$ cat config.mk
export PLATFORM = sky130hd
export DESIGN_NAME = sr_chain_loader
export DESIGN_NICKNAME = d
export VERILOG_FILES = /design/src/rtl/sr_pkg.sv /design/src/rtl/sr_phase_timer.sv /design/src/rtl/sr_chain_loader.sv
export SDC_FILE = /design/constraint.sdc
export NUM_CORES = 1
export LEC_CHECK = 0
export BUFFER_PORTS_ARGS = -buffer_cell sky130_fd_sc_hd__buf_2
export CAP_MARGIN = 5
export CORE_MARGIN = 4
export CORE_UTILIZATION = 54
export CTS_BUF_LIST = sky130_fd_sc_hd__clkbuf_4
export CTS_CLUSTER_SIZE = 25
export DETAILED_ROUTE_END_ITERATION = 8
export PLACE_DENSITY = 0.84
export SYNTH_ARGS = -nofsm -noshare
export SYNTH_HDL_FRONTEND = slang
export SYNTH_HIERARCHICAL = 1
export SYNTH_SLANG_ARGS = --single-unit
export TNS_END_PERCENT = 30
$ cat constraint.sdc
create_clock -name clk -period 3.8 [get_ports clk]
set_input_delay 0.57 -clock clk [delete_from_list [all_inputs] [get_ports clk]]
set_output_delay 0.57 -clock clk [all_outputs]
set_load 0.05 [all_outputs]
$ cat src/rtl/sr_pkg.sv
// Shared definitions for the serial shift-register loaders: sequencer state
// encoding plus small constant helpers for sizing counters.
package sr_pkg;

    typedef logic [2:0] state_t;

    localparam state_t IDLE     = 3'd0;
    localparam state_t CLEAR    = 3'd1;
    localparam state_t SHIFT_LO = 3'd2;
    localparam state_t SHIFT_HI = 3'd3;
    localparam state_t LATCH    = 3'd4;

    function automatic int clog2(input int value);
        int result;
        int remaining;
        result = 0;
        remaining = value - 1;
        while (remaining > 0) begin
            result = result + 1;
            remaining = remaining >> 1;
        end
        return result;
    endfunction

    function automatic int max2(input int a, input int b);
        return (a > b) ? a : b;
    endfunction

endpackage

$ cat src/rtl/sr_phase_timer.sv
// Loadable down-counter timing one shift/clear/latch phase; tc is high while
// the count sits at zero, and the count parks there instead of wrapping.
module sr_phase_timer #(
    parameter int W = 2
) (
    input  logic         clk,
    input  logic         reset,
    input  logic         load,
    input  logic [W-1:0] load_value,
    output logic         tc
);

    logic [W-1:0] count;

    always_ff @(posedge clk) begin
        if (reset) begin
            count <= '0;
        end else if (load) begin
            count <= load_value;
        end else if (count != '0) begin
            count <= count - W'(1);
        end
    end

    assign tc = (count == '0);

endmodule

$ cat src/rtl/sr_chain_loader.sv
// Serial loader for daisy-chained 74HC595-style registers: all channels shift
// in lockstep on a shared SHCP, then a shared STCP pulse latches the chains.
module sr_chain_loader
    import sr_pkg::*;
#(
    parameter int NUM_CH         = 2,
    parameter int WIDTH          = 56,
    parameter int HALF_PERIOD    = 1,
    parameter int LATCH_CYCLES   = 1,
    parameter int MSB_FIRST      = 0,
    parameter int CLEAR_ON_START = 0
) (
    input  logic                    clk,
    input  logic                    reset,
    input  logic                    start,
    input  logic [NUM_CH*WIDTH-1:0] data,
    output logic                    ready,
    output logic                    done,
    output logic [NUM_CH-1:0]       DS,
    output logic                    SHCP,
    output logic                    STCP,
    output logic                    MR
);

    localparam int KW = (WIDTH > 1) ? clog2(WIDTH) : 1;
    localparam int TW = clog2(max2(HALF_PERIOD, LATCH_CYCLES) + 1);

    localparam logic [KW-1:0] LAST_BIT = KW'(WIDTH - 1);
    localparam logic [TW-1:0] HP_LOAD  = TW'(HALF_PERIOD - 1);
    localparam logic [TW-1:0] LAT_LOAD = TW'(LATCH_CYCLES - 1);

    state_t                    state;
    state_t                    state_next;
    logic [KW-1:0]             bit_idx;
    logic [KW-1:0]             bit_idx_next;
    logic [KW-1:0]             bit_sel;
    logic [NUM_CH*WIDTH-1:0]   shadow;
    logic [NUM_CH*WIDTH-1:0]   shadow_next;
    logic [NUM_CH-1:0]         ds_shift;
    logic                      accept;
    logic                      timer_load;
    logic [TW-1:0]             timer_value;
    logic                      timer_tc;

    logic                      ready_next;
    logic                      done_next;
    logic [NUM_CH-1:0]         ds_next;
    logic                      shcp_next;
    logic                      stcp_next;
    logic                      mr_next;

    assign accept = start && ready;

    // Each phase is timed from the transition into it, so the timer reloads on every state change.
    assign timer_load  = (state_next != state);
    assign timer_value = (state_next == LATCH) ? LAT_LOAD : HP_LOAD;

    sr_phase_timer #(
        .W (TW)
    ) u_phase_timer (
        .clk        (clk),
        .reset      (reset),
        .load       (timer_load),
        .load_value (timer_value),
        .tc         (timer_tc)
    );

    always_ff @(posedge clk) begin
        if (reset) begin
            state   <= IDLE;
            bit_idx <= '0;
            shadow  <= '0;
            ready   <= 1'b0;
            done    <= 1'b0;
            DS      <= '0;
            SHCP    <= 1'b0;
            STCP    <= 1'b0;
            MR      <= 1'b1;
        end else begin
            state   <= state_next;
            bit_idx <= bit_idx_next;
            shadow  <= shadow_next;
            ready   <= ready_next;
            done    <= done_next;
            DS      <= ds_next;
            SHCP    <= shcp_next;
            STCP    <= stcp_next;
            MR      <= mr_next;
        end
    end

    always_comb begin
        state_next   = state;
        bit_idx_next = bit_idx;
        shadow_next  = shadow;
        case (state)
            IDLE: begin
                if (accept) begin
                    shadow_next  = data;
                    bit_idx_next = '0;
                    state_next   = (CLEAR_ON_START != 0) ? CLEAR : SHIFT_LO;
                end
            end
            CLEAR: begin
                if (timer_tc) state_next = SHIFT_LO;
            end
            SHIFT_LO: begin
                if (timer_tc) state_next = SHIFT_HI;
            end
            SHIFT_HI: begin
                if (timer_tc) begin
                    if (bit_idx == LAST_BIT) begin
                        state_next = LATCH;
                    end else begin
                        bit_idx_next = bit_idx + KW'(1);
                        state_next   = SHIFT_LO;
                    end
                end
            end
            LATCH: begin
                if (timer_tc) state_next = IDLE;
            end
            default: state_next = IDLE;
        endcase
    end

    // Outputs are computed from the upcoming state so they register in step with it.
    assign bit_sel = (MSB_FIRST != 0) ? (LAST_BIT - bit_idx_next) : bit_idx_next;

    for (genvar c = 0; c < NUM_CH; c++) begin : g_channel
        logic [WIDTH-1:0] slice;
        assign slice       = shadow_next[c*WIDTH +: WIDTH];
        assign ds_shift[c] = slice[bit_sel];
    end

    always_comb begin
        ready_next = (state_next == IDLE);
        done_next  = (state == LATCH) && (state_next == IDLE);
        shcp_next  = (state_next == SHIFT_HI);
        stcp_next  = (state_next == LATCH);
        mr_next    = (state_next != CLEAR);
        ds_next    = '0;
        if (state_next == SHIFT_LO || state_next == SHIFT_HI) begin
            ds_next = ds_shift;
        end else if (state_next == LATCH) begin
            ds_next = DS;
        end
    end

endmodule
After elaboration in Yosys (flattened, before gate mapping)
Cells that the tools add are included.
- memory bits (read-only): 0
- flip-flop bits (word level): 129
- RAM bits: 0
- memories kept: 0
- output and inout bits: 7
- bits in latches: 0
- logic and storage cells: 50
- eq/ne operators: 11
- magnitude comparators: 1
- mux-type cells: 19
- add/sub/neg operators: 2
- reductions and logical operators: 6
- shift-type cells: 0
- bitwise logic cells: 1
- div/mod/pow operators: 0
- multiply operators: 0
- operators by type and width (kind ; count):
    $mux 112 ; 2
    $mux 3 ; 6
    $mux 6 ; 3
    $pmux 3 s5 ; 1
    $bmux 1 s6 ; 2
    $eq 3x2->1 const B ; 4
    $pmux 6 s2 ; 1
    $lt 6x7->1 const B ; 1
    $add 6x1->6 const B ; 1
    $eq 3x3->1 const B ; 2
    $eq 6x6->1 const B ; 1
    $logic_not 3->1 ; 2
    $mux 2 ; 2
    $eq 3x1->1 const B ; 1
    $ne 3x1->1 const B ; 1
    $ne 3x3->1 ; 1
    $reduce_or 3->1 ; 1
    $logic_and 1x1->1 ; 2
    $mux 1 ; 2
    $ne 2x1->1 const B ; 1
    $logic_or 1x1->1 ; 1
    $not 1->1 ; 1
    $sub 1x1->1 const B ; 1

Longest topological paths before layout
Gate-level depths: netlist of the first run.
- depth after elaboration: 7
- depth in mapped cells: 13

Hierarchy
The synthesis of the first run kept the hierarchy.
- modules (own cells, without submodules) (module ; cells an instance ; seq. area each (um^2) ; instances ; area an instance (um^2)):
    sr_chain_loader ; 809 ; 2562.5 ; 1 ; 6174.7
    sr_phase_timer ; 3 ; 20.0 ; 1 ; 32.5

Worst setup path before layout of the first run
No wires, ideal clock.
- path type: register to register
- start: register ready
- end: register DS[0]
- setup time: 134 ps
- slack: 938 ps
- arrival: 2727 ps
- buffers on the path: 1
- cell stages (with the launch flop): 10
- cell sequence: dfxtp_1 nand4bb_4 o21ai_0 o21a_1 buf_6 mux4_2 o21ai_1 a221o_1 a2111oi_0 or4_1
- longest elaborated chain between the ends: 6
- elaborated cells between the ends (all ways): 15
- classes of those cells: eq/ne: 4; mux: 9; reduce/logical: 2
- ends and longest elaborated chain (element ; RTL line ; text):
    start, declared ; sr_chain_loader.sv:17 ; output logic ready,
    start signal, assigned ; sr_chain_loader.sv:83 ; ready <= ready_next;
    $logic_and 1x1->1 (*) ; sr_chain_loader.sv:52 ; assign accept = start && ready;
    $mux 6, or another cell as far along ; sr_chain_loader.sv:98 ; if (accept) begin
    $pmux 6 s2, or another cell as far along ; sr_chain_loader.sv:96 ; case (state)
    $bmux 1 s6 / $eq 3x2->1 (equally long branches) ; sr_chain_loader.sv:133, sr_chain_loader.sv:143 ;
    $mux 1 (not written as such) / $logic_or 1x1->1 (equally long branches) ; sr_chain_loader.sv:133, sr_chain_loader.sv:143 ;
    $mux 2 / $ne 2x1->1 (equally long branches) ; n/a ;
    end signal, assigned ; sr_chain_loader.sv:85 ; DS <= ds_next;
    end, declared ; sr_chain_loader.sv:19 ; output logic [NUM_CH-1:0] DS,
Every way passes the cells marked *; elsewhere a longest branch is shown, timed or not. The select of a mux whose other input is x is not followed.
A chain may end at the register's enable or synchronous reset.

Worst setup path in the final report of the first run
- start: register bit_idx[1]
- end: register DS[0]
- longest elaborated chain between the ends: 7
- elaborated cells between the ends (all ways): 17
- classes of those cells: add/sub: 1; eq/ne: 5; mux: 10; reduce/logical: 1
- ends and longest elaborated chain (element ; RTL line ; text):
    start, declared ; sr_chain_loader.sv:34 ; logic [KW-1:0] bit_idx;
    start signal, assigned ; sr_chain_loader.sv:81 ; bit_idx <= bit_idx_next;
    $add 6x1->6 / $eq 6x6->1 (equally long branches) ; sr_chain_loader.sv:115, sr_chain_loader.sv:112 ;
    $mux 6 / $mux 3 (equally long branches) ; sr_chain_loader.sv:112 ; if (bit_idx == LAST_BIT) begin
    $mux 6 / $mux 3 (equally long branches) ; sr_chain_loader.sv:111 ; if (timer_tc) begin
    $pmux 6 s2 / $pmux 3 s5 (equally long branches) ; sr_chain_loader.sv:96 ;
    $bmux 1 s6 / $eq 3x2->1 (equally long branches) ; sr_chain_loader.sv:133, sr_chain_loader.sv:143 ;
    $mux 1 (not written as such) / $logic_or 1x1->1 (equally long branches) ; sr_chain_loader.sv:133, sr_chain_loader.sv:143 ;
    $mux 2 / $ne 2x1->1 (equally long branches) ; n/a ;
Several ways; a longest one is shown, not always the timed one. The select of a mux whose other input is x is not followed.

==> out/metrics.cfg, run 1 <==
[timing]
drv_slew = 0
fmax_mhz = 287
fin_crit_sh_pct = 91.6
whs_ns = 0.252
tightest_slew_ns = 0.847
setup_viol = 0
skew_ns = 0.0139
setup_tns_ns = 0
period_needed_ns = 3.48
finalHoldViolations = 0
rsz0062_at_grt = no
maxSlewHeadroom_pct = 43.6

[clocking]
cts-resized-gates = 0
cts_setup_buffers = 0
clock-sinks = 129
clockRootBuffer = clkbuf_4
clk_path_buf_depth = 2
postCtsHoldBufs = 0
clk_pin_slew_ns = 0.12
h-tree-depth = 4
cts_buffers = 17
clk-insertion-delay-late_ns = 0.54
cts_tree = built

[route]
wl_per_cell_um = 15.6
ant_nets = 0
viasPerCell = 5.68
drt_iter0_markers = 517
vias = 6016
drc = 0
first_pass_iters = 6
totalWireLength_um = 16500

[flow_run]
max_cap_viol_count = 0

[final_layout]
fillers = 1002
fin_area_mm2 = 0.00719
seq_area_mm2 = 0.00258
fin_util_pct = 65.1
synthToLayoutAreaGrowth_pct = 15.8
multiInputGateArea_mm2 = 0.00330
antenna_cells = 0
drive_gt1_share_pct = 20.9
finalNetCount = 1023

[global_routing]
grt_pass1_vias = 5451
grtUsageTotal_pct = 24.6
grt_pass1_wl_um = 25800
grt_max_degree = 85
overflow = 0
antenna_found_initial = 0

[synthesis]
synthTopCellsByCount = 264 x nand2_1, 129 x dfxtp_1, 127 x a21oi_1, 46 x clkbuf_1, 34 x mux2i_1
syn_avg_cell_area_um2 = 7.64
netlist_top_cells_area = dfxtp_1 42%, nand2_1 16%, a21oi_1 10%, mux2i_1 5.5%, clkbuf_1 2.8%
synth_top_area_share_pct = 41.6
synth_cell_type_count = 61
syn_area_mm2 = 0.00621
synthCells = 812
synth-seq-cells = 129
ys.flop_type = dfxtp_1
synth_top_cell_by_area = dfxtp_1
synth_enable_flop_cells = 0
syn-num-nets = 928
async_flop_share_pct = 0
seq_area_frac_synth_pct = 41.6
ys.warnings.count = 6
synth_most_common_cell = nand2_1

[floorplan]
fp.dieH_um = 115
start_util_pct = 56.3
die_w_um = 115
num_rows = 38
io_pins = 122
die_area_mm2 = 0.0133
core-area_mm2 = 0.0110

[setup_path]
crit_path_start_kind = register
end_kind = register
critPathMaxFanout = 12
reg2reg_depth = 10
cp.arrival_ns = 3.90
cp.required_ns = 4.22
worstSetupPathType = reg -> reg

[power_and_ir_drop]
p_leak_nw = 2.89
power_mw = 3.06
p_int_mw = 2.17
power.share.clock_pct = 34.2
power_frac_seq_pct = 49.5
p_switching_mw = 0.882
combPwrFrac_pct = 16.3
switching_share_pct = 28.9
power_density_mw_per_mm2 = 425
ir_drop_mv = 0.330

[placed_design]
place_area_mm2 = 0.00686
io_buffers = 121
gp_congestion = 1.01
hpwl_um = 11900

[worst_hold_path]
hold_path.class = in -> reg
worstHoldPathCells = 3

[outcome]
status = completed

-- metrics by stage --
stage	std cells	setup WS (ns)
after global placement	1028	0.487
after floorplan	812	0.938
after detailed placement	1028	0.386
after global routing	1060	0.111
final	1060	0.318
after CTS	1060	0.375
-- logic make-up (layout without fill, tap and decap cells) --
logic type                 count (synthesis)  count (layout)  share of synthesized area [%]
AOI/OAI and AO/OA                        211             211                           20.9
adders and majority gates                  1               1                          0.202
buffers and inverters                     74             182                           5.36
and+or+nand+nor                          350             350                           24.1
other                                      1               1                         0.0604
DFF                                      129             129                           41.6
muxes                                     46              46                           7.84
-- cells in the final DEF, fill, tap and decap left out, types with 4 or more instances in the layout --
master / instances
bufinv_16: 4
mux2i_1: 34
nand2b_1: 4
o211ai_1: 14
a211oi_1: 5
inv_1: 9
mux2_2: 11
a2111oi_0: 5
dfxtp_1: 129
and2_1: 6
buf_4: 20
a211o_1: 4
buf_2: 120
nor3_1: 7
o21ai_0: 12
a31oi_1: 5
a21oi_1: 127
nand3_1: 10
and3_1: 6
nand3b_1: 4
nand4_1: 6
nor2_1: 23
a311oi_1: 5
clkbuf_4: 18
nand2_1: 264
-- sequential cells by signal, indices dropped and copies added, names as in the netlist --
signal	flops
STCP	1
shadow	112
done	1
ready	1
u_phase_timer/count	1
bit_idx	6
state	3
SHCP	1
DS	2
MR	1
-- layer usage --
layer / global-route usage, % / vias up / share of wire [%]
met2: 39.5 / 228 / 46
li1: - / 2999 / -
met1: 31.6 / 2750 / 43
met4: 8.61 / 0 / 2.7
met5: 0 / - / 0
met3: 7.53 / 39 / 8.0
-- power by group through the flow --
stage / combinational (mW) / sequential (mW) / clock, mW
after floorplan: 0.343 / 1.53 / 0
after global placement: 0.486 / 1.54 / 0
after detailed placement: 0.495 / 1.54 / 0
after CTS: 0.497 / 1.51 / 1.06
after global routing: 0.556 / 1.52 / 1.13
final: 0.498 / 1.51 / 1.04
-- final timing paths --
check              from          to  slack, ns
max          bit_idx[1]       DS[0]       0.32
min            data[54]  shadow[54]       0.25
max reg2reg  bit_idx[1]       DS[0]       0.32
min reg2reg  shadow[40]  shadow[40]       0.46
-- final cells by class --
| type | instances | area share, % |
|---|---|---|
| Inverter | 9 | 0.470 |
| Tap cell | 140 | 2.44 |
| Multi-Input combinational cell | 609 | 46.0 |
| Clock buffer | 18 | 1.88 |
| Timing Repair Buffer | 141 | 10.7 |
| Clock inverter | 14 | 2.59 |
| Sequential cell | 129 | 35.9 |
-- worst max-delay path, stage by stage, from the launching register on --
cell and delay [ns]:
dfxtp_1 0.48, ha_1 0.37, and2_1 0.28, a211o_1 0.40
o21a_1 0.47, buf_4 0.29, mux2i_1 0.22, mux2i_1 0.09
mux2i_1 0.15, a2111oi_0 0.11, or4_1 0.51
Power figures use the tool's default switching activity.
==> run 2, diff against run 1 <==
- ABC_AREA: default -> 1
==> run 2 against run 1 <==
Compared with the run above: via count is 4.5% higher; power is 36% higher; sequential power is 11% higher; fmax is 25% higher; sequential share of layout area is 0.55 points lower; die area is 3.5% higher; synthesized cell count is 20% higher; final area is 1.6% higher; wire length is 4.4% lower; clock-buffer cell count is 1 higher; critical endpoint unchanged.
==> out/metrics.cfg, run 2 <==
[timing]
maxSlewHeadroom_pct = 59.8  ; +16 points
period_needed_ns = 2.79  ; -0.695 ns
setup_viol = 0  ; unchanged
skew_ns = 0.0156  ; +0.00167 ns
rsz0062_at_grt = no
fin_ws_ns = 1.01  ; +0.695 ns
setup_tns_ns = 0  ; unchanged
fmax_mhz = 359  ; +25%
tightest_slew_ns = 0.602  ; -0.245 ns
fin_crit_sh_pct = 73.3  ; -18 points
finalHoldViolations = 0  ; unchanged
drv_slew = 0  ; unchanged

[synthesis]
synth_cell_type_count = 39  ; -36%
ys.warnings.count = 6  ; unchanged
synth_enable_flop_cells = 0  ; unchanged
syn-num-nets = 1089  ; +17%
synth_most_common_cell = nand2_1
netlist_top_cells_area = dfxtp_1 40%, nand2_1 21%, nand3_1 6.8%, nor2_1 4.8%, or2_2 4.7%
ys.flop_type = dfxtp_1
synthCells = 973  ; +20%
synth-seq-cells = 129  ; unchanged
async_flop_share_pct = 0  ; unchanged
synth_top_area_share_pct = 40.1  ; -1.5 points
synth_top_cell_by_area = dfxtp_1
seq_area_frac_synth_pct = 40.1  ; -1.5 points
syn_avg_cell_area_um2 = 6.62  ; -13%
synthTopCellsByCount = 352 x nand2_1, 129 x dfxtp_1, 87 x nand3_1, 83 x nor2_1, 52 x a21oi_1
syn_area_mm2 = 0.00644  ; +3.7%

[placed_design]
place_area_mm2 = 0.00702  ; +2.2%
dp_cells = 1192  ; +16%
hpwl_um = 11000  ; -7.4%
gp_congestion = 0.886  ; -12%
place_ws_ns = 0.979  ; +0.593 ns
io_buffers = 121  ; unchanged

[setup_path]
worstSetupPathType = reg -> reg
crit_path_top_delay_cell = nand2_2
slowest_delay_ns = 0.38  ; -0.13 ns
crit_buf_inv = 1  ; unchanged
cpLargestDelayFamily = simple AND/OR/NAND/NOR gates
cp.required_ns = 4.24  ; +0.02 ns
crit_chain = ha_1 > nand2_1 > nor2_1 > nand2_2 > nand4_4 > nand2_2 > buf_4 > nand2_1 > o21ai_1 > nand2_1 > nand3_1 > nand2_1 > nand2_1 > nand2_1 > nand3_1 > nand2_1 > nand2_1 > nand2_1
critPathMaxFanout = 27  ; +15
cp.arrival_ns = 3.23  ; -0.67 ns
path_common_cell = nand2_1
end_kind = register
crit_path_start_kind = register

[power_and_ir_drop]
p_leak_nw = 3.51  ; +21%
ir_drop_mv = 0.247  ; -25%
power_density_mw_per_mm2 = 571  ; +34%
power_mw = 4.17  ; +36%

[final_layout]
synthToLayoutAreaGrowth_pct = 13.3
finalNetCount = 1184  ; +16%
drive_gt1_share_pct = 21.5  ; +0.59 points
fillers = 1046  ; +4.4%
fin_area_mm2 = 0.00730  ; +1.6%
final_cell_mix = 352 x nand2_1, 129 x dfxtp_1, 120 x buf_2
largestRegisters = shadow (112), bit_idx (6), state (3)
largest_reg_flops = 112  ; unchanged
antenna_cells = 0  ; unchanged
final-instance-count-excl-fill = 1224  ; +15%
regMostFlops = shadow
layout.cells.most_common = nand2_1

[global_routing]
antenna_found_initial = 0  ; unchanged
overflow = 0  ; unchanged
grt_pass1_wl_um = 26100  ; +1.2%
grtUsageTotal_pct = 23.8  ; -0.86 points
grt_pass1_vias = 5762  ; +5.7%
grt_max_degree = 66  ; -22%

[clocking]
cts_tree = built
postCtsHoldBufs = 0  ; unchanged
clock-sinks = 129  ; unchanged
clockRootBuffer = clkbuf_4
clk_path_buf_depth = 2  ; unchanged
h-tree-depth = 4  ; unchanged
cts_setup_buffers = 0  ; unchanged
cts_buffers = 17  ; unchanged
cts-resized-gates = 0  ; unchanged
clk-insertion-delay-late_ns = 0.55  ; about the same
clk_pin_slew_ns = 0.12  ; about the same

[route]
vias = 6286  ; +4.5%
first_pass_iters = 5  ; -1
wl_per_cell_um = 12.9  ; -17%
drt_iter0_markers = 485  ; -6.2%
viasPerCell = 5.14  ; -9.5%
totalWireLength_um = 15800  ; -4.4%
drc = 0  ; unchanged
ant_nets = 0  ; unchanged

[floorplan]
num_rows = 39  ; +2.6%
die_area_mm2 = 0.0137  ; +3.5%
start_util_pct = 55.7  ; -0.59 points
die_w_um = 117  ; +1.7%
io_pins = 122  ; unchanged
fp.dieH_um = 117  ; +1.7%
core-area_mm2 = 0.0116  ; +4.8%

[flow_run]
max_cap_viol_count = 0  ; unchanged

[outcome]
status = completed

[worst_hold_path]
hold_path.class = in -> reg

==> run 2: changes by cell type after synthesis, sizes merged, moves of 18 or more <==
cell	change
o21a	+18
or2	+47
mux2i	-33
nand3	+80
buf	+20
o21ai	+41
a21oi	-73
inv	+47
nand2	+92
nor2	+61
clkbuf	-28
==> run 2: final cells by class <==
cell class / count / area (um^2) / share of cell area [%]
Multi-Input combinational cell: 730 / 3340 / 45.8
Sequential cell: 129 / 2580 / 35.4
Timing Repair Buffer: 133 / 698 / 9.57
Inverter: 57 / 219 / 3.00
Tap cell: 143 / 179 / 2.45
Clock buffer: 19 / 143 / 1.95
Clock inverter: 13 / 138 / 1.89
==> run 2: routing by layer <==
layer  share of wire, %  up-vias  GRT usage, %
li1                   -     3279             -
met1                 45     2777          31.6
met2                 46      200          38.3
met3                6.5       30          5.04
met4                2.1        0          8.26
met5                  0        -             0
==> run 2: tightest hold or removal path: cells and delay by family <==
kind / cells / cell delay [ns]
AOI/OAI and AO/OA: 1 / 0.06
buffers and inverters: 1 / 0.09
and+or+nand+nor: 1 / 0.07
==> run 2: worst paths after layout <==
path	startpoint	end	slack [ns]	depth (start not counted)
max reg2reg	bit_idx[0]	DS[0]	1.01	18
min	data[25]	shadow[25]	0.29	3
max	bit_idx[0]	DS[0]	1.01	18
min reg2reg	DS[1]	DS[1]	0.46	2
==> run 2: kinds of logic (layout without fill, tap and decap cells) <==
kind of cell | after synthesis | in the layout | synth area share [%]
muxes | 1 | 1 | 0.155
other | 1 | 1 | 0.0582
adders and majority gates | 1 | 1 | 0.194
DFF | 129 | 129 | 40.1
buffers and inverters | 114 | 222 | 8.04
AOI/OAI and AO/OA | 136 | 136 | 11.8
and+or+nand+nor | 589 | 589 | 39.4
xor gates and xnor gates | 2 | 2 | 0.272
==> run 2: stage by stage <==
step	hold WS [ns]	util, %
after CTS	0.266	63.1
after global routing	0.262	63.1
after detailed placement	0.446	60.7
after floorplan	0.451	-
final	0.289	63.1
after global placement	0.438	60.7
==> run 2: power breakdown <==
part / switching [mW] / internal, mW / leakage, nW / total, mW
clock network: 0.524 / 0.402 / 0.139 / 0.926
logic: 0.995 / 0.568 / 2.32 / 1.56
registers: 0.0754 / 1.60 / 1.05 / 1.68
==> run 3, diff against run 2 <==
- ABC_AREA: 1 -> 0
- clock period: 3.8 -> 2.65 ns (I/O delays scaled with it)
==> run 3 against run 2 <==
Compared with the run above: via count is 2.3% higher; largest cell class unchanged; highest routed layer unchanged; wire length grew 14%; non-clock buffer count rose by 82; sequential share of layout area shrank 3.3 points; flip-flop and latch count did not move; setup slack got worse by 0.99 ns; register-to-register slack got worse by 0.99 ns.
==> out/metrics.cfg, run 3 (synthesis results as in run 1) <==
[route]
met1_length_um = 7630  ; +7.1%
vias = 6428  ; +2.3%
totalWireLength_um = 18000  ; +14%
viasPerCell = 5.66  ; +10%
wl_per_cell_um = 15.9  ; +23%
drc = 0  ; unchanged
ant_nets = 0  ; unchanged
met3_length_um = 1290  ; +27%
top_layer = met4
first_pass_iters = 5  ; unchanged
met2WireLength_um = 8770  ; +20%
drt_iter0_markers = 542  ; +12%

[worst_hold_path]
min_to = shadow[107]
worstHoldPathCells = 3  ; unchanged
hp-start = data[107]
hold_path.class = in -> reg

[clocking]
h-tree-depth = 4  ; unchanged
cts_tree = built
clk-insertion-delay-late_ns = 0.54  ; about the same
clk_pin_slew_ns = 0.12  ; about the same
cts_buffers = 17  ; unchanged
clk_path_buf_depth = 2  ; unchanged
postCtsHoldBufs = 0  ; unchanged
clockRootBuffer = clkbuf_4
clock-sinks = 129  ; unchanged

[power_and_ir_drop]
p_leak_nw = 3.33  ; -5.3%
power_density_mw_per_mm2 = 570  ; -0.19%
ir_drop_mv = 0.444  ; +80%
power_mw = 4.59  ; +10%

[timing]
fin_crit_sh_pct = 99.1  ; +26 points
fmax_mhz = 381  ; +6.2%
maxSlewHeadroom_pct = 62.7  ; +2.9 points
finalHoldViolations = 0  ; unchanged
rsz0062_at_grt = yes
drv_slew = 0  ; unchanged
skew_ns = 0.0156  ; +0.0000172 ns
tightest_slew_ns = 0.546  ; -0.0564 ns
period_needed_ns = 2.63  ; -0.162 ns
setup_viol = 0  ; unchanged

[setup_path]
critPathMaxFanout = 5  ; -81%
cp.arrival_ns = 3.06  ; -0.17 ns
cp.required_ns = 3.08  ; -1.16 ns
worstSetupPathType = reg -> reg
end_kind = register
reg2reg_depth = 11  ; -7
ff2ff_setup_slack_ns = 0.02  ; -0.99 ns
timing.rr.end = DS[0]
crit_path_start_kind = register
timing.rr.start = u_phase_timer/count

[final_layout]
antenna_cells = 0  ; unchanged
fillers = 872  ; -17%
finalNetCount = 1098  ; -7.3%
regMostFlops = shadow
largest_reg_flops = 112  ; unchanged
largestRegisters = shadow (112), bit_idx (6), state (3)
synthToLayoutAreaGrowth_pct = 29.9
layout.cells.most_common = nand2_1
drive_gt1_share_pct = 31.7  ; +10 points
final-instance-count-excl-fill = 1135  ; -7.3%
final_cell_mix = 263 x nand2_1, 124 x a21oi_1, 122 x dfxtp_1

[global_routing]
grt_max_degree = 53  ; -20%
grtUsageTotal_pct = 27.0  ; +3.2 points
grt_pass1_wl_um = 28800  ; +10%
antenna_found_initial = 0  ; unchanged
grt_pass1_vias = 6008  ; +4.3%
overflow = 0  ; unchanged

[placed_design]
dp_cells = 1091  ; -8.5%
gp_congestion = 0.948  ; +6.9%
hpwl_um = 12900  ; +18%
io_buffers = 121  ; unchanged

[floorplan]
die_w_um = 115  ; -1.7%
fp.dieH_um = 115  ; -1.7%
die_area_mm2 = 0.0133  ; -3.4%
io_pins = 122  ; unchanged
num_rows = 38  ; -2.6%
start_util_pct = 56.3  ; +0.59 points
core-area_mm2 = 0.0110  ; -4.6%

[flow_run]
max_cap_viol_count = 0  ; unchanged

[outcome]
status = completed

==> run 3: cell types whose count changed in the layout (fill, tap and decap cells not counted), moves of 31 or more <==
| cell | previous run | this run |
|---|---|---|
| nor2_1 | 83 | 20 |
| nand2_1 | 352 | 263 |
| o21ai_0 | 38 | 7 |
| inv_1 | 51 | 8 |
| or2_2 | 48 | 0 |
| buf_4 | 13 | 84 |
| a21oi_1 | 52 | 124 |
| mux2i_1 | 1 | 32 |
| nand3_1 | 87 | 10 |
==> run 3: critical path, stage by stage (launching register included) <==
cell     delay, ns
dfxtp_1       0.34
inv_2         0.06
and4b_2       0.30
buf_4         0.16
and4_1        0.24
o21ai_1       0.31
buf_4         0.19
buf_4         0.14
o22ai_1       0.07
o22ai_1       0.17
o31ai_1       0.08
or4_1         0.46
==> run 3: layout make-up <==
cell class | instances | area, um^2 | area share (%)
multi-input combinational | 610 | 3550 | 44.1
sequential | 129 | 2590 | 32.1
timing repair buffer | 215 | 1360 | 16.8
clock inverter | 13 | 210 | 2.61
tap | 140 | 175 | 2.17
clock buffer | 19 | 143 | 1.77
inverter | 9 | 33.8 | 0.419
==> run 3: worst max-delay path by stage <==
stage	start	endpoint	slack (ns)	depth (start not counted)
global placement	start	DS[0]	-0.14	10
global route	state[2]	DS[1]	-0.08	12
CTS	state[0]	DS[0]	0.0008	10
floorplan	bit_idx[0]	DS[0]	0.001	11
detailed placement	start	DS[0]	-0.17	10
finish	u_phase_timer/count	DS[0]	0.02	11
==> run 3: metal layers <==
metal | up-vias | track usage (%)
met5 | - | 0
met4 | 0 | 8.29
met3 | 36 | 4.53
met2 | 248 | 45.5
met1 | 2998 | 35.6
li1 | 3146 | -
==> run 3: per-stage QoR <==
stage	area, um^2	setup TNS (ns)	setup slack [ns]	hold slack (ns)	util, %
2_1_floorplan	6220	0	0.00134	0.433	-
5_1_grt	8060	-0.124	-0.0753	0.0559	73.1
6_report	8060	0	0.0245	0.0732	73.1
4_1_cts	7790	0	0.000778	0.0595	70.7
3_3_place_gp	7350	-0.200	-0.145	0.438	66.7
3_5_place_dp	7350	-0.228	-0.170	0.444	66.7
==> run 3: where the power goes <==
| part | internal (mW) | total (mW) | switching (mW) |
|---|---|---|---|
| logic | 0.332 | 0.805 | 0.473 |
| clock network | 0.868 | 1.63 | 0.761 |
| registers | 2.08 | 2.16 | 0.0815 |
| total | 3.28 | 4.59 | 1.31 |
==> run 3: timing repair <==
item,CTS,global route
setup endpoints to repair,2,2
gates cloned,1,1
setup buffers,1,10
gates resized for setup,21,45
pin swaps,4,14
